`config.mk`:
```
export PLATFORM = sky130hd
export DESIGN_NAME = seq_alu
export DESIGN_NICKNAME = d
export VERILOG_FILES = /design/src/rtl/seq_alu.sv
export SDC_FILE = /design/constraint.sdc
export NUM_CORES = 2
export LEC_CHECK = 0
export BUFFER_PORTS_ARGS = -buffer_cell sky130_fd_sc_hd__buf_4
export CAP_MARGIN = 20
export CORE_MARGIN = 2
export CORE_UTILIZATION = 35
export CTS_CLUSTER_SIZE = 28
export DETAILED_ROUTE_END_ITERATION = 10
export GPL_TIMING_DRIVEN = 0
export SLEW_MARGIN = 20
export SYNTH_ARGS = -nofsm -noshare
export SYNTH_HDL_FRONTEND = slang
export SYNTH_SLANG_ARGS = --single-unit
```
`constraint.sdc`:
```
create_clock -name clk -period 7.1 [get_ports clk]
set_clock_uncertainty 0.1 [all_clocks]
set_input_delay 0.71 -clock clk [delete_from_list [all_inputs] [get_ports clk]]
set_output_delay 0.71 -clock clk [all_outputs]
set_load 0.01 [all_outputs]
```
`src/rtl/seq_alu.sv`:
```
// seq_alu: sequential ALU; single-cycle logic/arithmetic ops, bit-serial multiply and divide.
// Word mode works on the low 32 bits and sign-extends the result.
module seq_alu #(
    parameter int XLEN     = 64,
    parameter int OP_WIDTH = 5
) (
    input  logic                clk,
    input  logic                rst_n,
    input  logic                in_valid,
    output logic                in_ready,
    input  logic [XLEN-1:0]     a,
    input  logic [XLEN-1:0]     b,
    input  logic [OP_WIDTH-1:0] op,
    input  logic                word,
    input  logic                kill,
    output logic                out_valid,
    input  logic                out_ready,
    output logic [XLEN-1:0]     res,
    output logic                zero
);
    typedef enum logic [1:0] {IDLE, BUSY, DONE} state_t;
    localparam logic [OP_WIDTH-1:0] OP_SUB = OP_WIDTH'(1), OP_AND = OP_WIDTH'(2), OP_OR = OP_WIDTH'(3);
    localparam logic [OP_WIDTH-1:0] OP_XOR = OP_WIDTH'(4), OP_SLL = OP_WIDTH'(5), OP_SRL = OP_WIDTH'(6);
    localparam logic [OP_WIDTH-1:0] OP_SRA = OP_WIDTH'(7), OP_SLT = OP_WIDTH'(8), OP_SLTU = OP_WIDTH'(9);
    localparam logic [OP_WIDTH-1:0] OP_CPA = OP_WIDTH'(10), OP_CPB = OP_WIDTH'(11), OP_JALR = OP_WIDTH'(12);
    localparam logic [OP_WIDTH-1:0] OP_MUL = OP_WIDTH'(13), OP_MULH = OP_WIDTH'(14), OP_MULHU = OP_WIDTH'(15);
    localparam logic [OP_WIDTH-1:0] OP_DIV = OP_WIDTH'(16), OP_DIVU = OP_WIDTH'(17), OP_REM = OP_WIDTH'(18);
    localparam logic [OP_WIDTH-1:0] OP_REMU = OP_WIDTH'(19);
    localparam logic [XLEN-1:0] M32 = XLEN'(32'hFFFF_FFFF);

    function automatic logic [XLEN-1:0] wext(input logic [XLEN-1:0] x, input logic n);
        logic [63:0] t;
        t = {{32{x[31]}}, x[31:0]};
        return n ? t[XLEN-1:0] : x;
    endfunction

    function automatic logic [XLEN-1:0] negn(input logic [XLEN-1:0] x, input logic n);
        return n ? (-x) & M32 : -x;
    endfunction

    state_t                state_q;
    logic                  in_ready_q, out_valid_q, n32_q, neg_q;
    logic [XLEN-1:0]       res_q, q_q;
    logic [2*XLEN-1:0]     p_q, m_q;
    logic [OP_WIDTH-1:0]   op_q;
    logic [6:0]            cnt_q;

    logic                  n32, is_it, is_div, is_rem, sgn, a_neg, b_neg, neg_d, wrap;
    logic [5:0]            sh;
    logic [XLEN-1:0]       aw, bw, ua, ub, a_sr, alu, alu_res, q_init;
    logic [2*XLEN-1:0]     m_init;

    assign n32     = word || XLEN == 32;
    assign is_it   = op >= OP_MUL && op <= OP_REMU;
    assign is_div  = op >= OP_DIV && op <= OP_REMU;
    assign is_rem  = op == OP_REM || op == OP_REMU;
    assign sgn     = op == OP_MULH || op == OP_DIV || op == OP_REM;
    assign a_neg   = sgn && (n32 ? a[31] : a[XLEN-1]);
    assign b_neg   = sgn && (n32 ? b[31] : b[XLEN-1]);
    assign aw      = n32 ? a & M32 : a;
    assign bw      = n32 ? b & M32 : b;
    assign ua      = a_neg ? negn(a, n32) : aw;
    assign ub      = b_neg ? negn(b, n32) : bw;
    assign neg_d   = is_rem ? a_neg : is_div ? (a_neg ^ b_neg) && bw != '0 : a_neg ^ b_neg;
    // dividend is left-aligned so the first N shifts consume exactly its N bits
    assign m_init  = {{XLEN{1'b0}}, is_div ? ub : ua};
    assign q_init  = is_div ? (n32 ? ua << (XLEN - 32) : ua) : ub;
    assign sh      = (XLEN == 64 && !word) ? b[5:0] : {1'b0, b[4:0]};
    assign a_sr    = n32 ? (op == OP_SRA ? wext(a, 1'b1) : a & M32) : a;
    assign wrap    = !(op inside {OP_SLT, OP_SLTU, OP_CPA, OP_CPB, OP_JALR});
    assign alu_res = wrap ? wext(alu, n32) : alu;

    always_comb begin
        alu = a + b;
        case (op)
            OP_SUB:  alu = a - b;
            OP_AND:  alu = a & b;
            OP_OR:   alu = a | b;
            OP_XOR:  alu = a ^ b;
            OP_SLL:  alu = a << sh;
            OP_SRL:  alu = a_sr >> sh;
            OP_SRA:  alu = $signed(a_sr) >>> sh;
            OP_SLT:  alu = XLEN'($signed(a) < $signed(b));
            OP_SLTU: alu = XLEN'(a < b);
            OP_CPA:  alu = a;
            OP_CPB:  alu = b;
            OP_JALR: alu = (a + b) & {{(XLEN-1){1'b1}}, 1'b0};
            default: ;
        endcase
    end

    logic              it_div, ge;
    logic [XLEN:0]     r_t;
    logic [2*XLEN-1:0] p_s, m_s, prod;
    logic [XLEN-1:0]   q_s, hi, q_fix, r_fix, sel, fin;

    assign it_div = op_q >= OP_DIV;
    assign r_t    = {p_q[XLEN-1:0], q_q[XLEN-1]};
    assign ge     = r_t >= {1'b0, m_q[XLEN-1:0]};
    assign p_s    = it_div ? {{(XLEN-1){1'b0}}, ge ? r_t - {1'b0, m_q[XLEN-1:0]} : r_t}
                           : (q_q[0] ? p_q + m_q : p_q);
    assign m_s    = it_div ? m_q : m_q << 1;
    assign q_s    = it_div ? {q_q[XLEN-2:0], ge} : q_q >> 1;
    assign prod   = neg_q ? -p_s : p_s;
    assign hi     = n32_q ? XLEN'(prod[63:32]) : prod[2*XLEN-1:XLEN];
    assign q_fix  = neg_q ? negn(q_s, n32_q) : q_s;
    assign r_fix  = neg_q ? -p_s[XLEN-1:0] : p_s[XLEN-1:0];
    assign sel    = op_q == OP_MUL ? prod[XLEN-1:0] :
                    (op_q == OP_MULH || op_q == OP_MULHU) ? hi :
                    (op_q == OP_DIV || op_q == OP_DIVU) ? q_fix : r_fix;
    assign fin    = wext(sel, n32_q);

    always_ff @(posedge clk or negedge rst_n) begin
        if (!rst_n) begin
            state_q     <= IDLE;
            in_ready_q  <= 1'b0;
            out_valid_q <= 1'b0;
            res_q       <= '0;
            cnt_q       <= '0;
            p_q         <= '0;
            m_q         <= '0;
            q_q         <= '0;
            op_q        <= '0;
            n32_q       <= 1'b0;
            neg_q       <= 1'b0;
        end else if (kill) begin
            state_q     <= IDLE;
            in_ready_q  <= 1'b1;
            out_valid_q <= 1'b0;
        end else begin
            case (state_q)
                IDLE: begin
                    in_ready_q <= 1'b1;
                    if (in_valid && in_ready_q) begin
                        op_q        <= op;
                        n32_q       <= n32;
                        neg_q       <= neg_d;
                        p_q         <= '0;
                        m_q         <= m_init;
                        q_q         <= q_init;
                        cnt_q       <= n32 ? 7'd32 : 7'd64;
                        in_ready_q  <= 1'b0;
                        state_q     <= is_it ? BUSY : DONE;
                        out_valid_q <= !is_it;
                        if (!is_it) res_q <= alu_res;
                    end
                end
                BUSY: begin
                    p_q   <= p_s;
                    m_q   <= m_s;
                    q_q   <= q_s;
                    cnt_q <= cnt_q - 7'd1;
                    if (cnt_q == 7'd1) begin
                        state_q     <= DONE;
                        out_valid_q <= 1'b1;
                        res_q       <= fin;
                    end
                end
                DONE: if (out_ready) begin
                    state_q     <= IDLE;
                    out_valid_q <= 1'b0;
                    in_ready_q  <= 1'b1;
                end
                default: state_q <= IDLE;
            endcase
        end
    end

    assign in_ready  = in_ready_q;
    assign out_valid = out_valid_q;
    assign res       = res_q;
    assign zero      = res_q == '0;
endmodule
```
==> flow_metrics.py, run 1 <==
metrics = {
    "clock_network": {
        "numClockSinks": 402,
        "cts_buffers": 42,
        "ctsHtreeMaxLevel": 2,
        "cts_root_buffer": "clkbuf_16",
        "max-clock-path-buffers": 3,
    },
    "logic_synthesis": {
        "synth_common_cells": "1041 x nand2_1, 889 x a21oi_1, 872 x nor2_1",
        "ys_types": 110,
        "async_flop_share_pct": 100,
        "yosys.area.top_type": "dfrtp_1",
        "yosysSeqAreaShare_pct": 15.5,
        "synthDominantCellAreaShare_pct": 15.5,
        "ys.flop_type": "dfrtp_1",
        "netlist_instances": 9310,
        "synth-edff-count": 0,
        "yosysWarnings": 0,
        "avgSynthCellArea_um2": 6.95,
        "syn_nets": 9846,
        "ys_top_cells_by_area": "dfrtp_1 16%, ha_1 7.6%, a21oi_1 6.9%",
        "synth_most_common_cell": "nand2_1",
        "netlist_area_um2": 64700,
        "synth-seq-cells": 402,
    },
    "place": {
        "routabilityCongestion": 1.23,
        "dp_cells": 12000,
        "io_buffers": 204,
        "hpwl_um": 468000,
    },
    "die": {
        "row_count": 157,
        "initial_core_util_pct": 35.3,
        "dieHeight_um": 434,
        "die_w_um": 434,
        "io_pins": 206,
    },
    "outcome": {
        "stop_stage": "global routing (5_1_grt)",
        "tool.error": "[ERROR GRT-0116] Global routing finished with congestion. Check the congestion regions in the DRC Viewer.",
        "status": "did not finish",
    },
    "global_routing": {
        "grt.overflow.total": 569,
        "grt.total_usage_pct": 69.6,
        "grt_pass1_vias": 98700,
        "grt_first_pass_wirelength_um": 936000,
        "grt_max_degree": 101,
    },
}
what timing repair did:
| item | in CTS |
|---|---|
| setup buffers | 68 |
| cloned | 0 |
| endpoints found under the hold margin | 48 |
| pin swaps | 45 |
| resized for setup | 392 |
| setup endpoints to repair | 263 |
| hold buffers | 1 |
metrics by stage:
stage | cell area [um^2] | util (%) | setup slack, ps
3_3_place_gp | 69400 | 37.8 | -7310
3_5_place_dp | 70300 | 38.3 | -5820
2_1_floorplan | 64700 | - | 79.4
4_1_cts | 73700 | 40.2 | 1.67
per-layer routing:
metal | overflow | global-route usage [%]
met2 | 330 | 88.6
met5 | 0 | 17.6
met4 | 233 | 69.5
met1 | 0 | 71.2
met3 | 6 | 49.1
cell families after synthesis:
group                    after synthesis  synth area share, %
AO/OA/AOI/OAI                       3555                 36.1
XOR/XNOR                             378                 5.11
adder cells (fa/ha/maj)              397                 7.72
buffers and inverters               1072                 6.38
flip-flops                           402                 15.5
multiplexers                         370                 6.52
AND/OR/NAND/NOR                     3136                 22.6
==> run 2: changes to the inputs <==
--- a/config.mk
+++ b/config.mk
@@ -8,10 +8,10 @@
 export BUFFER_PORTS_ARGS = -buffer_cell sky130_fd_sc_hd__buf_4
 export CAP_MARGIN = 20
 export CORE_MARGIN = 2
-export CORE_UTILIZATION = 35
-export CTS_CLUSTER_SIZE = 28
+export CORE_UTILIZATION = 20
 export DETAILED_ROUTE_END_ITERATION = 10
 export GPL_TIMING_DRIVEN = 0
+export PLACE_DENSITY_LB_ADDON = 0.15
 export SLEW_MARGIN = 20
 export SYNTH_ARGS = -nofsm -noshare
 export SYNTH_HDL_FRONTEND = slang
==> flow_metrics.py, run 2 <==
metrics = {
    "clock_network": {
        "max-clock-path-buffers": 3,
        "clock_latency_ps": 740,
        "ctsHtreeMaxLevel": 2,
        "numClockSinks": 402,
        "path_clk_slew_ps": 70,
        "cts_root_buffer": "clkbuf_16",
        "cts_buffers": 54,
        "cts_tree": "built",
    },
    "final_layout": {
        "reg.largest.list": "m_q: 128 flops, p_q: 128 flops",
        "fin_util_pct": 25.1,
        "final_cell_mix": "1037 x nand2_1, 853 x nor2_1, 830 x a21oi_1",
        "syn_to_final_growth_pct": 24.6,
        "ff_latch_area_um2": 10100,
        "final_common_cell": "nand2_1",
        "fill_cells": 36300,
        "layout.cells.non_filler": 14200,
        "drive_above_1_share_pct": 16.0,
        "multiInputGateArea_um2": 53800,
        "finalNetCount": 10400,
    },
    "global_routing": {
        "grt.overflow.total": 0,
        "grt_pass1_vias": 84400,
        "grt_first_pass_wirelength_um": 899000,
        "antenna_found_initial": 70,
        "grt.total_usage_pct": 41.2,
        "grt_max_degree": 80,
    },
    "logic_synthesis": {
        "ys_top_cells_by_area": "dfrtp_1 16%, ha_1 7.6%, a21oi_1 6.9%",
        "async_flop_share_pct": 100,
        "avgSynthCellArea_um2": 6.95,
        "ys_types": 110,
        "netlist_area_um2": 64700,
        "yosys.area.top_type": "dfrtp_1",
        "yosysWarnings": 0,
        "syn_nets": 9846,
        "synthDominantCellAreaShare_pct": 15.5,
        "ys.flop_type": "dfrtp_1",
        "synth-edff-count": 0,
        "yosysSeqAreaShare_pct": 15.5,
        "synth_most_common_cell": "nand2_1",
        "netlist_instances": 9310,
        "synth_common_cells": "1041 x nand2_1, 889 x a21oi_1, 872 x nor2_1",
        "synth-seq-cells": 402,
    },
    "critical_path": {
        "r2r_cells": 19,
        "critPathArrivalTime_ps": 7870,
        "worst_setup_path_start_kind": "input port",
        "required_ps": 7530,
        "critical_path_class": "input port to flip-flop",
        "critPathMaxFanout": 10,
        "endpoint_kind": "flip-flop",
    },
    "routing": {
        "avgViaCountPerCell": 6.20,
        "wl_per_cell_um": 49.6,
        "drc": 0,
        "drt_iter0_drc": 10900,
        "ant_nets": 0,
        "route.vias.total": 88200,
        "first_pass_iters": 8,
        "drt_wl_total_um": 706000,
    },
    "sta": {
        "fin_crit_sh_pct": 105,
        "slew-limit-headroom_pct": 6.62,
        "finalCriticalPeriod_ps": 7440,
        "fmax_mhz": 134,
        "slew_violations": 0,
        "setup_slack_ps": -337,
        "hold_violations": 0,
        "tightest_slew_ps": 1360,
        "setup_violations": 24,
    },
    "power": {
        "p_sw_share_pct": 62.6,
        "combPwrFrac_pct": 73.0,
        "p_switching_mw": 16.8,
        "pwr-share-seq_pct": 15.7,
        "p_per_area_nw_per_um2": 332,
        "peakVddDrop_mv": 0.224,
        "clock_power_share_pct": 11.3,
        "internal_power_mw": 10.0,
        "leakage_nw": 31.2,
    },
    "die": {
        "core_um2": 322000,
        "die-area_um2": 328000,
        "initial_core_util_pct": 20.1,
        "die_w_um": 573,
        "dieHeight_um": 573,
        "row_count": 208,
        "io_pins": 206,
    },
    "place": {
        "dp_cells": 14000,
        "hpwl_um": 593000,
        "routabilityCongestion": 1.06,
        "io_buffers": 204,
    },
    "outcome": {
        "violations": "setup timing",
        "status": "complete, but fails checks",
    },
    "min_path": {
        "hold_class": "input port to flip-flop",
        "hold_depth": 2,
    },
    "flow_run": {
        "drv_cap": 0,
    },
}
[run 2: worst max-delay path: stages]
cell	delay (ps)
buf_4	140
clkbuf_1	420
clkbuf_2	400
buf_1	620
a211oi_1	460
mux4_2	560
nor2_1	730
nand2_1	140
o21a_1	240
o21bai_1	390
nand2_1	100
a21oi_1	760
a2111oi_2	150
buf_4	250
o21ai_0	180
a211oi_1	250
nor3_2	240
buf_6	230
a21o_1	160
nand2_1	90
o41ai_2	590
[run 2: area by class of cell]
class | instances | share of cell area (%)
multi-input cells | 7836 | 66.7
flip-flops and latches | 402 | 12.6
well taps | 4305 | 6.68
repair buffers | 492 | 5.84
plain buffers | 701 | 4.18
clock buffers | 70 | 1.89
inverters | 344 | 1.64
clock inverters | 28 | 0.392
diodes | 49 | 0.152
[run 2: power by group through the flow]
stage	Clock [mW]	Sequential, mW	Combinational, mW
floorplan	0	3.41	8.18
global placement	0	4.15	16.7
detailed placement	0	4.16	16.9
CTS	3.08	4.15	18.5
global route	3.14	4.18	19.8
finish	3.04	4.20	19.6
[run 2: layer usage]
layer  vias to the layer above  track usage [%]  part of all wire (%)
li1                      36100                -                     -
met1                     45200             45.3                    37
met2                      5114             67.3                    45
met3                      1712             6.89                   6.2
met4                        16             39.8                    12
met5                         -           0.0290                 0.015
[run 2: path summary, 6_finish.rpt]
check / from / end / slack [ps]
max: b[0] / res[13] / -340
min: kill / state_q[0] / 240
max reg2reg: op_q[4] / res[41] / -160
min reg2reg: p_q[127] / p_q[127] / 420
max in group asynchronous: rst_n / res[51] / 4820
min in group asynchronous: rst_n / p_q[46] / 430
[run 2: metrics by stage]
step	hold WS [ps]	instance area, um^2	total power, mW	TNS [ps]	setup WS, ps
CTS	228	79500	25.7	-25.8	-25.8
detailed placement	403	74300	21.1	-836010	-5980
floorplan	314	64700	11.6	0	79.4
global placement	399	71700	20.8	-1262890	-9100
global route	279	80600	27.2	-221	-49.3
finish	240	80700	26.8	-2590	-337
[run 2: what timing repair did]
item	CTS	global route
endpoints found under the setup margin	270	73
pin swaps	84	47
endpoints found under the hold margin	62	0
resized for setup	644	172
hold buffers	1	0
setup buffers	110	40
[run 2: cells by family (layout without fill, tap and decap cells)]
logic type / count (synthesis) / in the layout / synth area share (%)
other: 0 / 49 / 0
AO/OA/AOI/OAI: 3555 / 3555 / 36.1
buffers and inverters: 1072 / 1635 / 6.38
AND/OR/NAND/NOR: 3136 / 3136 / 22.6
adder cells (fa/ha/maj): 397 / 397 / 7.72
multiplexers: 370 / 370 / 6.52
flip-flops: 402 / 402 / 15.5
XOR/XNOR: 378 / 378 / 5.11
No activity file was read; power rests on OpenSTA's default activity.
